[src/rtl/mem_port_arbiter_pkg.sv]
// Shared types for the fetch/data memory port arbiter: FSM states, owner
// encoding, the latched access record and the abort data values.
package mem_port_arbiter_pkg;

  typedef enum logic [1:0] {
    ST_IDLE = 2'd0,
    ST_REQ  = 2'd1,
    ST_WAIT = 2'd2,
    ST_DONE = 2'd3
  } arb_state_e;

  typedef enum logic {
    OWN_IF = 1'b0,
    OWN_DM = 1'b1
  } owner_e;

  localparam logic [31:0] NOP_INSTR  = 32'h0000_0013;
  localparam logic [2:0]  FETCH_CTRL = 3'b000;

  typedef struct packed {
    owner_e      owner;
    logic        we;
    logic [31:0] addr;
    logic [31:0] wdata;
    logic [2:0]  ctrl;
  } mem_access_t;

  // Fetches are always word reads.
  function automatic mem_access_t fetch_access(input logic [31:0] addr);
    mem_access_t a;
    a.owner = OWN_IF;
    a.we    = 1'b0;
    a.addr  = addr;
    a.wdata = '0;
    a.ctrl  = FETCH_CTRL;
    return a;
  endfunction

  function automatic mem_access_t data_access(input logic        we,
                                              input logic [31:0] addr,
                                              input logic [31:0] wdata,
                                              input logic [2:0]  ctrl);
    mem_access_t a;
    a.owner = OWN_DM;
    a.we    = we;
    a.addr  = addr;
    a.wdata = wdata;
    a.ctrl  = ctrl;
    return a;
  endfunction

  // An aborted fetch returns a NOP so the pipeline keeps executing safely.
  function automatic logic [31:0] abort_data(input owner_e owner);
    return (owner == OWN_IF) ? NOP_INSTR : 32'h0;
  endfunction

endpackage

[src/rtl/mem_arb_timer.sv]
// Loadable saturating up-counter with clear and a terminal-count flag
// (tc is high once the count has reached TERM).
module mem_arb_timer
  import mem_port_arbiter_pkg::*;
#(
  parameter int W    = 8,
  parameter int TERM = 255
) (
  input  logic         clk,
  input  logic         rst,
  input  logic         clr,
  input  logic         load,
  input  logic [W-1:0] load_val,
  input  logic         inc,
  output logic [W-1:0] cnt,
  output logic         tc
);

  localparam logic [W-1:0] TERM_V = W'(TERM);

  always_ff @(posedge clk or negedge rst) begin
    if (!rst)                     cnt <= '0;
    else if (clr)                 cnt <= '0;
    else if (load)                cnt <= load_val;
    else if (inc && (cnt != '1))  cnt <= cnt + 1'b1;
  end

  assign tc = (cnt >= TERM_V);

endmodule

[src/rtl/mem_port_arbiter.sv]
// Shares one memory port between instruction fetch and data access with a
// req/gnt/rvalid handshake, starvation guard for fetch and a response timeout.
module mem_port_arbiter
  import mem_port_arbiter_pkg::*;
#(
  parameter int IF_MAX_WAIT = 4,
  parameter int TIMEOUT     = 255
) (
  input  logic        clk,
  input  logic        rst,
  input  logic        if_req,
  input  logic [31:0] if_addr,
  output logic [31:0] if_rdata,
  output logic        if_valid,
  input  logic        dm_req,
  input  logic        dm_we,
  input  logic [31:0] dm_addr,
  input  logic [31:0] dm_wdata,
  input  logic [2:0]  dm_ctrl,
  output logic [31:0] dm_rdata,
  output logic        dm_valid,
  output logic        mem_req,
  output logic        mem_we,
  output logic [31:0] mem_addr,
  output logic [31:0] mem_wdata,
  output logic [2:0]  mem_ctrl,
  input  logic        mem_gnt,
  input  logic        mem_rvalid,
  input  logic [31:0] mem_rdata,
  output logic        stall,
  output logic        bus_err
);

  arb_state_e  state;
  mem_access_t acc;

  logic        pick_dm, pick_if;
  logic        starve_inc, starve_clr, starve_tc;
  logic        to_clr, to_inc, to_tc;
  logic        rsp_ok, abort, finish;
  logic [31:0] rd_next;
  logic [3:0]  starve_cnt;
  logic [7:0]  to_cnt;
  logic        unused_cnt;

  mem_arb_timer #(.W(4), .TERM(IF_MAX_WAIT)) u_starve (
    .clk      (clk),
    .rst      (rst),
    .clr      (starve_clr),
    .load     (1'b0),
    .load_val (4'd0),
    .inc      (starve_inc),
    .cnt      (starve_cnt),
    .tc       (starve_tc)
  );

  mem_arb_timer #(.W(8), .TERM(TIMEOUT)) u_timeout (
    .clk      (clk),
    .rst      (rst),
    .clr      (to_clr),
    .load     (1'b0),
    .load_val (8'd0),
    .inc      (to_inc),
    .cnt      (to_cnt),
    .tc       (to_tc)
  );

  assign unused_cnt = ^{starve_cnt, to_cnt};

  always_comb begin
    // Data is the older instruction, so it wins unless fetch has waited too long.
    pick_dm    = dm_req && (!starve_tc || !if_req);
    pick_if    = !pick_dm && if_req;
    starve_inc = (state == ST_IDLE) && pick_dm && if_req;
    starve_clr = (state == ST_IDLE) && pick_if;
    to_clr     = (state == ST_REQ);
    to_inc     = (state == ST_WAIT);
    rsp_ok     = ((state == ST_REQ) && mem_gnt && !acc.we && mem_rvalid) ||
                 ((state == ST_WAIT) && mem_rvalid);
    abort      = (state == ST_WAIT) && !mem_rvalid && to_tc;
    finish     = ((state == ST_REQ) && mem_gnt && acc.we) || rsp_ok || abort;
    rd_next    = abort ? abort_data(acc.owner) : mem_rdata;
  end

  always_ff @(posedge clk or negedge rst) begin
    if (!rst) begin
      state    <= ST_IDLE;
      acc      <= '0;
      mem_req  <= 1'b0;
      if_valid <= 1'b0;
      dm_valid <= 1'b0;
      if_rdata <= '0;
      dm_rdata <= '0;
      bus_err  <= 1'b0;
    end else begin
      if_valid <= 1'b0;
      dm_valid <= 1'b0;
      bus_err  <= 1'b0;
      unique case (state)
        ST_IDLE: begin
          if (pick_dm) begin
            acc     <= data_access(dm_we, dm_addr, dm_wdata, dm_ctrl);
            mem_req <= 1'b1;
            state   <= ST_REQ;
          end else if (pick_if) begin
            acc     <= fetch_access(if_addr);
            mem_req <= 1'b1;
            state   <= ST_REQ;
          end
        end
        ST_REQ, ST_WAIT: begin
          if (finish) begin
            mem_req <= 1'b0;
            bus_err <= abort;
            state   <= ST_DONE;
            if (acc.owner == OWN_IF) begin
              if_valid <= 1'b1;
              if (rsp_ok || abort) if_rdata <= rd_next;
            end else begin
              dm_valid <= 1'b1;
              if (rsp_ok || abort) dm_rdata <= rd_next;
            end
          end else if ((state == ST_REQ) && mem_gnt) begin
            mem_req <= 1'b0;
            state   <= ST_WAIT;
          end
        end
        ST_DONE: state <= ST_IDLE;
      endcase
    end
  end

  assign mem_we    = acc.we;
  assign mem_addr  = acc.addr;
  assign mem_wdata = acc.wdata;
  assign mem_ctrl  = acc.ctrl;

  assign stall = rst & ((if_req & ~if_valid) | (dm_req & ~dm_valid));

endmodule

[config.mk]
export PLATFORM = sky130hd
export DESIGN_NAME = mem_port_arbiter
export DESIGN_NICKNAME = d
export VERILOG_FILES = /design/src/rtl/mem_port_arbiter_pkg.sv /design/src/rtl/mem_arb_timer.sv /design/src/rtl/mem_port_arbiter.sv
export SDC_FILE = /design/constraint.sdc
export NUM_CORES = 1
export LEC_CHECK = 0
export CAP_MARGIN = 20
export CORE_ASPECT_RATIO = 0.6
export CORE_MARGIN = 10
export CORE_UTILIZATION = 44
export CTS_CLUSTER_DIAMETER = 120
export DETAILED_ROUTE_END_ITERATION = 7
export PLACE_DENSITY_LB_ADDON = 0.25
export SETUP_SLACK_MARGIN = 0.1
export SYNTH_ARGS = -nofsm -noshare
export SYNTH_HDL_FRONTEND = slang
export SYNTH_SLANG_ARGS = --single-unit
[constraint.sdc]
create_clock -name clk -period 2.6 [get_ports clk]
set_input_delay 0.52 -clock clk [delete_from_list [all_inputs] [get_ports clk]]
set_output_delay 0.52 -clock clk [all_outputs]
set_load 0.05 [all_outputs]
# [Word level (Yosys, flattened, before mapping)]
# Index checks and enable logic that the tools add are counted.
[totals] reg_bits=151 elab_cells=93 out_inout_bits=137 inputBits=138
[classes] order_cmp=2 n_eq_ne=7 n_mux=26 n_addsub=2 n_reduce_logical=35 bitwise_logic=7
[op_table] cell="two-way mux 69 bit" n=2
[op_table] cell="two-way mux 32 bit" n=1
[op_table] cell="two-way mux 8 bit" n=2
[op_table] cell="logical AND 1 bit" n=14
[op_table] cell="two-way mux 1 bit" n=12
[op_table] cell="adder 8 x 1 -> 8 bit, second input constant" n=1
[op_table] cell=">= comparator 8 bit, second input constant" n=1
[op_table] cell="two-way mux 2 bit" n=4
[op_table] cell="two-way mux 4 bit" n=2
[op_table] cell="inequality test 8 bit, second input constant" n=1
[op_table] cell="AND reduction 4 bit" n=2
[op_table] cell="nonzero test 2 bit" n=4
[op_table] cell="inequality test 3 bit, second input constant" n=2
[op_table] cell="one-hot mux 2 bit (3 select lines)" n=1
[op_table] cell="zero test 1 bit" n=5
[op_table] cell="logical OR 1 bit" n=5
[op_table] cell="two-way mux 5 bit" n=1
[op_table] cell="adder 4 x 1 -> 4 bit, second input constant" n=1
[op_table] cell="== test 2 bit, second input constant" n=2
[op_table] cell=">= comparator 4 x 3 -> 1 bit, second input constant" n=1
[op_table] cell="inequality test 4 bit, second input constant" n=1
[op_table] cell="AND reduction 2 bit" n=2
[op_table] cell="AND 1 bit" n=3
[op_table] cell="NOT 1 bit" n=3
[op_table] cell="other kinds (6)" n=6

# [Depth between registers and ports, before layout]
# Gate-level depths: netlist (run 1).
[logic_depth] word_depth=9 ltp_mapped=9 mapped_depth_nobuf=6

# [Modules after synthesis]
# Synthesis (run 1) repeated with hierarchy kept, for this count alone.
[unflattened] cells_unflattened=606 area_unflattened_um2=7472.2
[modules_own_cells] mod="mem_port_arbiter" instances=1 area_each_um2=6615.1 seq_area_each_um2=3478.3 cells_per_inst=508
[modules_own_cells] mod="mem_arb_timer at u_timeout" instances=1 area_each_um2=599.3 seq_area_each_um2=200.2 cells_per_inst=69
[modules_own_cells] mod="mem_arb_timer at u_starve" instances=1 area_each_um2=257.7 seq_area_each_um2=100.1 cells_per_inst=29

# [Worst setup path before layout (run 1)]
# OpenSTA, ideal clock, no wires.
[synth_timing] path_kind="reg2reg" from="register state[0]" to="register if_rdata[4]" stages_incl_launch_ff=10 setup_time_ns=0.074 slack_ns=0.716 synth_period_minus_slack_ns=1.884 n_path_buf=3 arrival_ns=1.810 t_required_ns=2.526 path_cell_list="dfrtp_1 inv_1 ha_1 buf_2 nand4_1 or4_4 buf_6 buf_6 nor2b_4 o21ai_2"
[synth_between] elab_chain_cells=8 elab_cells_between_ends=16 cone_classes="eq/ne (2); mux (1); reduce/logical (13)"
[synth_lines] item="from (decl)" line_no="mem_port_arbiter.sv:34" source="arb_state_e state;"
[synth_lines] item="from (signal assigned)" line_no="mem_port_arbiter.sv:87" source="state <= ST_IDLE;"
[synth_lines] item="from (signal assigned)" line_no="mem_port_arbiter.sv:104" source="state <= ST_REQ;"
[synth_lines] item="from (signal assigned)" line_no="mem_port_arbiter.sv:108" source="state <= ST_REQ;"
[synth_lines] item="== test 2 x 1 -> 1 bit" line_no="mem_port_arbiter.sv:78, mem_port_arbiter.sv:81, mem_port_arbiter.sv:99"
[synth_lines] item="logical AND 1 bit" line_no="mem_port_arbiter.sv:78, mem_port_arbiter.sv:81"
[synth_lines] item="logical AND 1 bit (2 in a row)" line_no="mem_port_arbiter.sv:78" source="rsp_ok = ((state == ST_REQ) && mem_gnt && !acc.we && mem_rvalid) ||"
[synth_lines] item="logical OR 1 bit" line_no="mem_port_arbiter.sv:78"
[synth_lines] item="logical OR 1 bit (2 in a row)" line_no="mem_port_arbiter.sv:81" source="finish = ((state == ST_REQ) && mem_gnt && acc.we) || rsp_ok || abort;"
[synth_lines] item="AND reduction 4 bit (no line)"
[synth_lines] item="to (signal assigned)" line_no="mem_port_arbiter.sv:118" source="if (rsp_ok || abort) if_rdata <= rd_next;"
[synth_lines] item="to (decl)" line_no="mem_port_arbiter.sv:13" source="output logic [31:0] if_rdata,"
# Parallel ways exist; a longest one is shown, timed or not.
# A chain may end at the register's enable or synchronous reset.

# [Worst setup path after layout (run 1)]
[layout_timing] from="register acc (netlist bit mem_we)" to="output port mem_we"
[layout_lines] item="from (decl)" line_no="mem_port_arbiter.sv:35" source="mem_access_t acc;"
[layout_lines] item="from (signal assigned)" line_no="mem_port_arbiter.sv:102" source="acc <= data_access(dm_we, dm_addr, dm_wdata, dm_ctrl);"
[layout_lines] item="from (signal assigned)" line_no="mem_port_arbiter.sv:106" source="acc <= fetch_access(if_addr);"
[layout_lines] item="to (decl)" line_no="mem_port_arbiter.sv:23" source="output logic mem_we,"
# No word-level cell between the ends.

==> flow_summary_export.csv, run 1 <==
group,metric,value,unit
pwr,pwr_density_cell,1410,mW/mm^2
finish,nets,1007,
sta,slew_violations,0,
worst_setup_path,startpoint_type,"flip-flop",
clock_tree,postCtsResizedCells,0,
synth,synth_seq_cells,151,
worst_setup_path,critPathMaxFanout,5,
global_routing,grt_pass1_wl,30900,um
global_routing,first_global_vias,5615,
synth,synth_flop_cell,"dfrtp_1",
clock_tree,cts_hold_buffers,0,
global_routing,grt_antenna_before_repair,0,
worst_setup_path,cp.arrival,1.73,ns
worst_setup_path,worstPathCellList,"clkdlybuf4s50_1",
sta,period_minus_slack,2.25,ns
sta,finClkSkew,0.0120,ns
sta,whs,0.293,ns
routing,antenna_left,0,
synth,yosys.area_share.simple,12.4,%
hold_path,min_path_type,"primary input to async pin",
clock_tree,root_buffer,"clkbuf_16",
global_routing,grt_overflow,0,
routing,drcViolationCount,0,
synth,muxShareOfSynthArea,5.18,%
synth,synth.net_count,813,
synth,synth_top_family_by_area,"compound AO/OA/AOI/OAI gates",
worst_setup_path,critPathMaxStageDelay,0.87,ns
routing,routed_wl,19500,um
synth,netlist_area,0.00679,mm^2
synth,synth_fa_ha_area_share,1.11,%
finish,synthToLayoutAreaGrowth,45.1,%
status,outcome,"completed",
place,dp_hpwl,14700,um
worst_setup_path,timing.rr.start,"state[0]$_DFFE_PN0P_",
place,placed_cells,1047,
clock_tree,cts.sinks,151,
sta,rsz0062_at_grt,"no",
sta,tns,0,ns
finish,antenna_cells,0,
floorplan,fp.dieW,180,um
place,portBuffers,274,
sta,max_slew_margin,48.4,%
global_routing,grt_util_all_layers,18.2,%
floorplan,coreArea,0.0152,mm^2
routing,dr.pass1.iters,5,
worst_setup_path,cp_num_buf_inv,1,
synth,synth_xor_area_share,0.516,%
sta,hold_viol,0,
sta,finalCritPeriodShare,86.5,%
floorplan,fp.dieH,116,um
synth,synth_edf_count,0,
synth,yosysWarnings,0,
clock_tree,cts_buffer_depth,2,
routing,initialDrtViolationCount,539,
worst_setup_path,crit_required,2.08,ns
synth,yosysSeqAreaShare,55.7,%
clock_tree,cts_made_buffers,17,
clock_tree,cts_setup_buffers,0,
synth,synth_top_area_share,55.7,%
worst_setup_path,reg2reg_slack,0.39,ns
worst_setup_path,rr_endpoint,"if_rdata[1]$_DFFE_PN0P_",
worst_setup_path,crit_path_end_kind,"output pin",
sta,setup_viol,0,
clock_tree,htreeDepth,4,
sta,tightest_slew,0.774,ns
routing,via_per_inst,5.04,
synth,synth_area_leaders,"dfrtp_1 56%, nand2_1 9.0%, buf_4 7.4%",
floorplan,rows,35,
finish,drive_above_1_share,5.71,%
finish,fin_cells,1079,
place,gp_congestion,0.843,
worst_setup_path,crit_family,"buffers and inverters",
worst_setup_path,r2r_cells,6,
clock_tree,cts_tree,"built",
floorplan,ios,275,
synth,synth_compound_area_share,14.7,%
synth,async_flop_share,100,%
clock_tree,insertion_delay,0.41,ns
global_routing,grt_max_degree,152,
pwr,total_leakage_power,4.33,nW
pwr,ir_drop,0.000751,V
flow_run,drv_cap,0,
floorplan,initial_core_util,44.5,%
worst_setup_path,worst_path_max_delay_cell,"clkdlybuf4s50_1",
worst_setup_path,critPathKind,"flip-flop to output pin",
routing,route.vias.total,5439,
synth,yosys.area.top_type,"dfrtp_1",
synth,synthCells,669,
clock_tree,clk_pin_slew,0.06,ns
routing,wire_per_inst,18.1,um
sta,fmax,445,MHz
finish,layout_commonest_cell,"clkdlybuf4s50_1",
synth,synth_cell_types,46,
synth,syn_avg_cell_area,10.1,um^2
finish,final_cell_mix,"272 x clkdlybuf4s50_1, 162 x nand2_1, 151 x dfrtp_1",
floorplan,design.die.area,0.0210,mm^2
==> flip-flops by register name (all words and copies together), names as in the netlist <==
| name | flops |
|---|---|
| dm_rdata | 32 |
| if_rdata | 32 |
| mem_addr | 32 |
| mem_wdata | 32 |
| u_timeout.cnt | 8 |
| u_starve.cnt | 4 |
| mem_ctrl | 3 |
| state | 2 |
| acc | 1 |
| bus_err | 1 |
| dm_valid | 1 |
| if_valid | 1 |
| mem_req | 1 |
| mem_we | 1 |
==> through the flow <==
stage | power [mW] | setup WS (ns) | instance area, um^2 | util [%]
after floorplan | 9.38 | 0.716 | 6790 | -
after global placement | 11.4 | 0.359 | 9260 | 60.8
after detailed placement | 11.6 | 0.321 | 9260 | 60.8
after CTS | 14.0 | 0.314 | 9840 | 64.6
after global routing | 14.6 | 0.245 | 9840 | 64.6
final | 13.9 | 0.352 | 9840 | 64.6
==> area by class of cell <==
type | count | area, um^2
fillers | 1181 | 5400
flip-flops and latches | 151 | 3780
repair buffers | 282 | 2880
multi-input cells | 404 | 2330
clock buffers | 19 | 443
well taps | 203 | 254
clock inverters | 13 | 136
inverters | 7 | 26.3
==> logic make-up (layout without fill, tap and decap cells) <==
group	count (synthesis)	after routing
AOI/OAI and AO/OA	160	160
xor gates and xnor gates	4	4
adders and majority gates	6	6
buffers and inverters	114	321
DFF	151	151
muxes	35	35
and+or+nand+nor	199	199
==> where the power goes <==
group	internal, mW	switching, mW	total [mW]
registers	3.35	0.584	3.94
logic	2.52	5.04	7.56
clock network	1.38	1.03	2.41
==> worst max-delay path by stage <==
stage                         start                        to  cells after the start
6_report         mem_we$_DFFE_PN0P_                    mem_we                      1
5_1_grt        state[0]$_DFFE_PN0P_   if_rdata[1]$_DFFE_PN0P_                      6
4_1_cts          mem_we$_DFFE_PN0P_                    mem_we                      1
3_5_place_dp                 if_req  mem_addr[13]$_DFFE_PN0P_                      6
3_3_place_gp                 if_req                     stall                      5
2_1_floorplan  state[0]$_DFFE_PN0P_   if_rdata[4]$_DFFE_PN0P_                      9
==> layer usage <==
layer	track usage, %	vias up	wire [um]
li1	-	2597	-
met1	21.6	2646	8130
met2	31.8	179	9900
met3	5.32	17	1250
met4	5.44	0	272
met5	0	-	0
==> synthesized netlist by cell type, types with 2 or more instances <==
master	instances
clkbuf_1	26
o21ai_0	95
nor3_1	2
buf_1	2
nor2b_1	4
nand4_1	2
a211oi_2	2
nor2_1	8
a21oi_1	5
and4_1	2
and2_1	3
a21o_1	3
o21ai_1	6
a311oi_1	2
buf_2	10
xor2_1	3
inv_1	7
mux2i_1	34
buf_6	2
ha_1	6
buf_4	67
and3_1	4
nand2_1	163
nand3_1	4
a22o_1	36
dfrtp_1	151
No activity file was read; power rests on OpenSTA's default activity.
==> run 2: changes to the inputs <==
CTS_BUF_LIST = sky130_fd_sc_hd__clkbuf_16   (was not set)
==> run 2 against run 1 <==
Cell count stayed put. Core utilization is 0.066 points lower. Register-to-register slack hardly changed. Hold slack better by 0.0018 ns. Clock power hardly changed. Combinational power hardly changed. Largest power group unchanged.
==> flow_summary_export.csv, run 2 (same netlist as run 1, synthesis figures left out) <==
group,metric,value,unit
pwr,p_comb_share,54.5,%
sta,slew_violations,0,
clock_tree,cts_made_buffers,17,
sta,max_slew_margin,48.3,%
finish,final_util,64.5,%
clock_tree,clk_pin_slew,0.06,ns
finish,final_cell_mix,"272 x clkdlybuf4s50_1, 162 x nand2_1, 151 x dfrtp_1",
clock_tree,cts.sinks,151,
worst_setup_path,crit_family,"buffers and inverters",
pwr,switchingPower,6.65,mW
routing,initialDrtViolationCount,526,
clock_tree,insertion_delay,0.41,ns
clock_tree,cts_tree,"built",
worst_setup_path,cp_num_buf_inv,1,
finish,fillers,1182,
finish,layout_commonest_cell,"clkdlybuf4s50_1",
finish,antenna_cells,0,
global_routing,first_global_vias,5606,
pwr,total_leakage_power,4.33,nW
hold_path,min_path_type,"primary input to async pin",
global_routing,grt_overflow,0,
worst_setup_path,critPathMaxStageDelay,0.87,ns
routing,routed_wl,19500,um
clock_tree,postCtsResizedCells,0,
worst_setup_path,crit_path_end_kind,"output pin",
routing,drcViolationCount,0,
routing,dr.pass1.iters,5,
worst_setup_path,reg2reg_slack,0.40,ns
place,dp_hpwl,14700,um
pwr,pwr-share-seq,28.4,%
floorplan,fp.dieH,116,um
sta,setup_slack,0.348,ns
place,portBuffers,274,
clock_tree,root_buffer,"clkbuf_16",
finish,register_area,0.00378,mm^2
sta,whs,0.295,ns
worst_setup_path,worstPathCellList,"clkdlybuf4s50_1",
clock_tree,cts_hold_buffers,0,
finish,fin_cells,1079,
sta,tns,0,ns
worst_setup_path,startpoint_type,"flip-flop",
place,pre_cts_ws,0.321,ns
clock_tree,cts_buffer_depth,2,
sta,fmax,444,MHz
worst_setup_path,cp.arrival,1.73,ns
pwr,power.internal,7.22,mW
sta,finalCritPeriodShare,86.6,%
place,gp_congestion,0.843,
flow_run,drv_cap,0,
worst_setup_path,critPathKind,"flip-flop to output pin",
global_routing,grt_pass1_wl,30900,um
finish,synthToLayoutAreaGrowth,44.9,%
finish,drive_above_1_share,5.59,%
sta,rsz0062_at_grt,"no",
routing,route.vias.total,5445,
global_routing,grt_antenna_before_repair,0,
finish,nets,1007,
floorplan,coreArea,0.0152,mm^2
floorplan,fp.dieW,180,um
clock_tree,htreeDepth,4,
routing,antenna_left,0,
sta,hold_viol,0,
status,outcome,"completed",
worst_setup_path,crit_required,2.08,ns
routing,via_per_inst,5.05,
pwr,pwr_density_cell,1410,mW/mm^2
floorplan,ios,275,
routing,wire_per_inst,18.1,um
sta,finClkSkew,0.0119,ns
global_routing,grt_util_all_layers,18.2,%
pwr,clockPowerShare,17.1,%
floorplan,design.die.area,0.0210,mm^2
finish,multiInputGateArea,0.00233,mm^2
pwr,ir_drop,0.000751,V
worst_setup_path,r2r_cells,6,
pwr,p_sw_share,48.0,%
sta,setup_viol,0,
worst_setup_path,worst_path_max_delay_cell,"clkdlybuf4s50_1",
worst_setup_path,critPathMaxFanout,5,
worst_setup_path,path_depth,1,
place,placed_cells,1047,
sta,period_minus_slack,2.25,ns
sta,tightest_slew,0.775,ns
floorplan,initial_core_util,44.5,%
floorplan,rows,35,
clock_tree,cts_setup_buffers,0,
global_routing,grt_max_degree,152,
[run 2: path summary, 6_finish.rpt]
path / end / start
max: mem_we / mem_we$_DFFE_PN0P_
min: mem_wdata[14]$_DFFE_PN0P_ / rst
max reg2reg: if_rdata[1]$_DFFE_PN0P_ / state[0]$_DFFE_PN0P_
min reg2reg: mem_addr[20]$_DFFE_PN0P_ / mem_addr[20]$_DFFE_PN0P_
max in group asynchronous: if_rdata[7]$_DFFE_PN0P_ / rst
min in group clk: mem_addr[20]$_DFFE_PN0P_ / mem_addr[20]$_DFFE_PN0P_
[run 2: through the flow]
stage	instance area, um^2	power (mW)
floorplan	6790	9.38
global placement	9260	11.4
detailed placement	9260	11.6
CTS	9830	14.0
global route	9830	14.6
finish	9830	13.9
[run 2: layout make-up]
class	instances	area share [%]
repair buffers	282	29.3
well taps	203	2.58
clock inverters	15	1.46
flip-flops and latches	151	38.4
multi-input cells	404	23.7
inverters	7	0.267
clock buffers	17	4.33
[run 2: power by group through the flow]
stage	Sequential, mW	Clock, mW	Combinational, mW
2_1_floorplan	5.48	0	3.90
3_3_place_gp	3.91	0	7.50
3_5_place_dp	3.97	0	7.61
4_1_cts	3.94	2.44	7.63
5_1_grt	4.07	2.55	7.97
6_report	3.94	2.38	7.55
[run 2: layer usage]
metal / global-route usage, % / part of all wire (%) / up-vias
met1: 21.6 / 42 / 2635
met3: 5.32 / 6.4 / 17
met4: 5.44 / 1.4 / 0
met2: 31.7 / 50 / 193
li1: - / - / 2600
met5: 0 / 0 / -
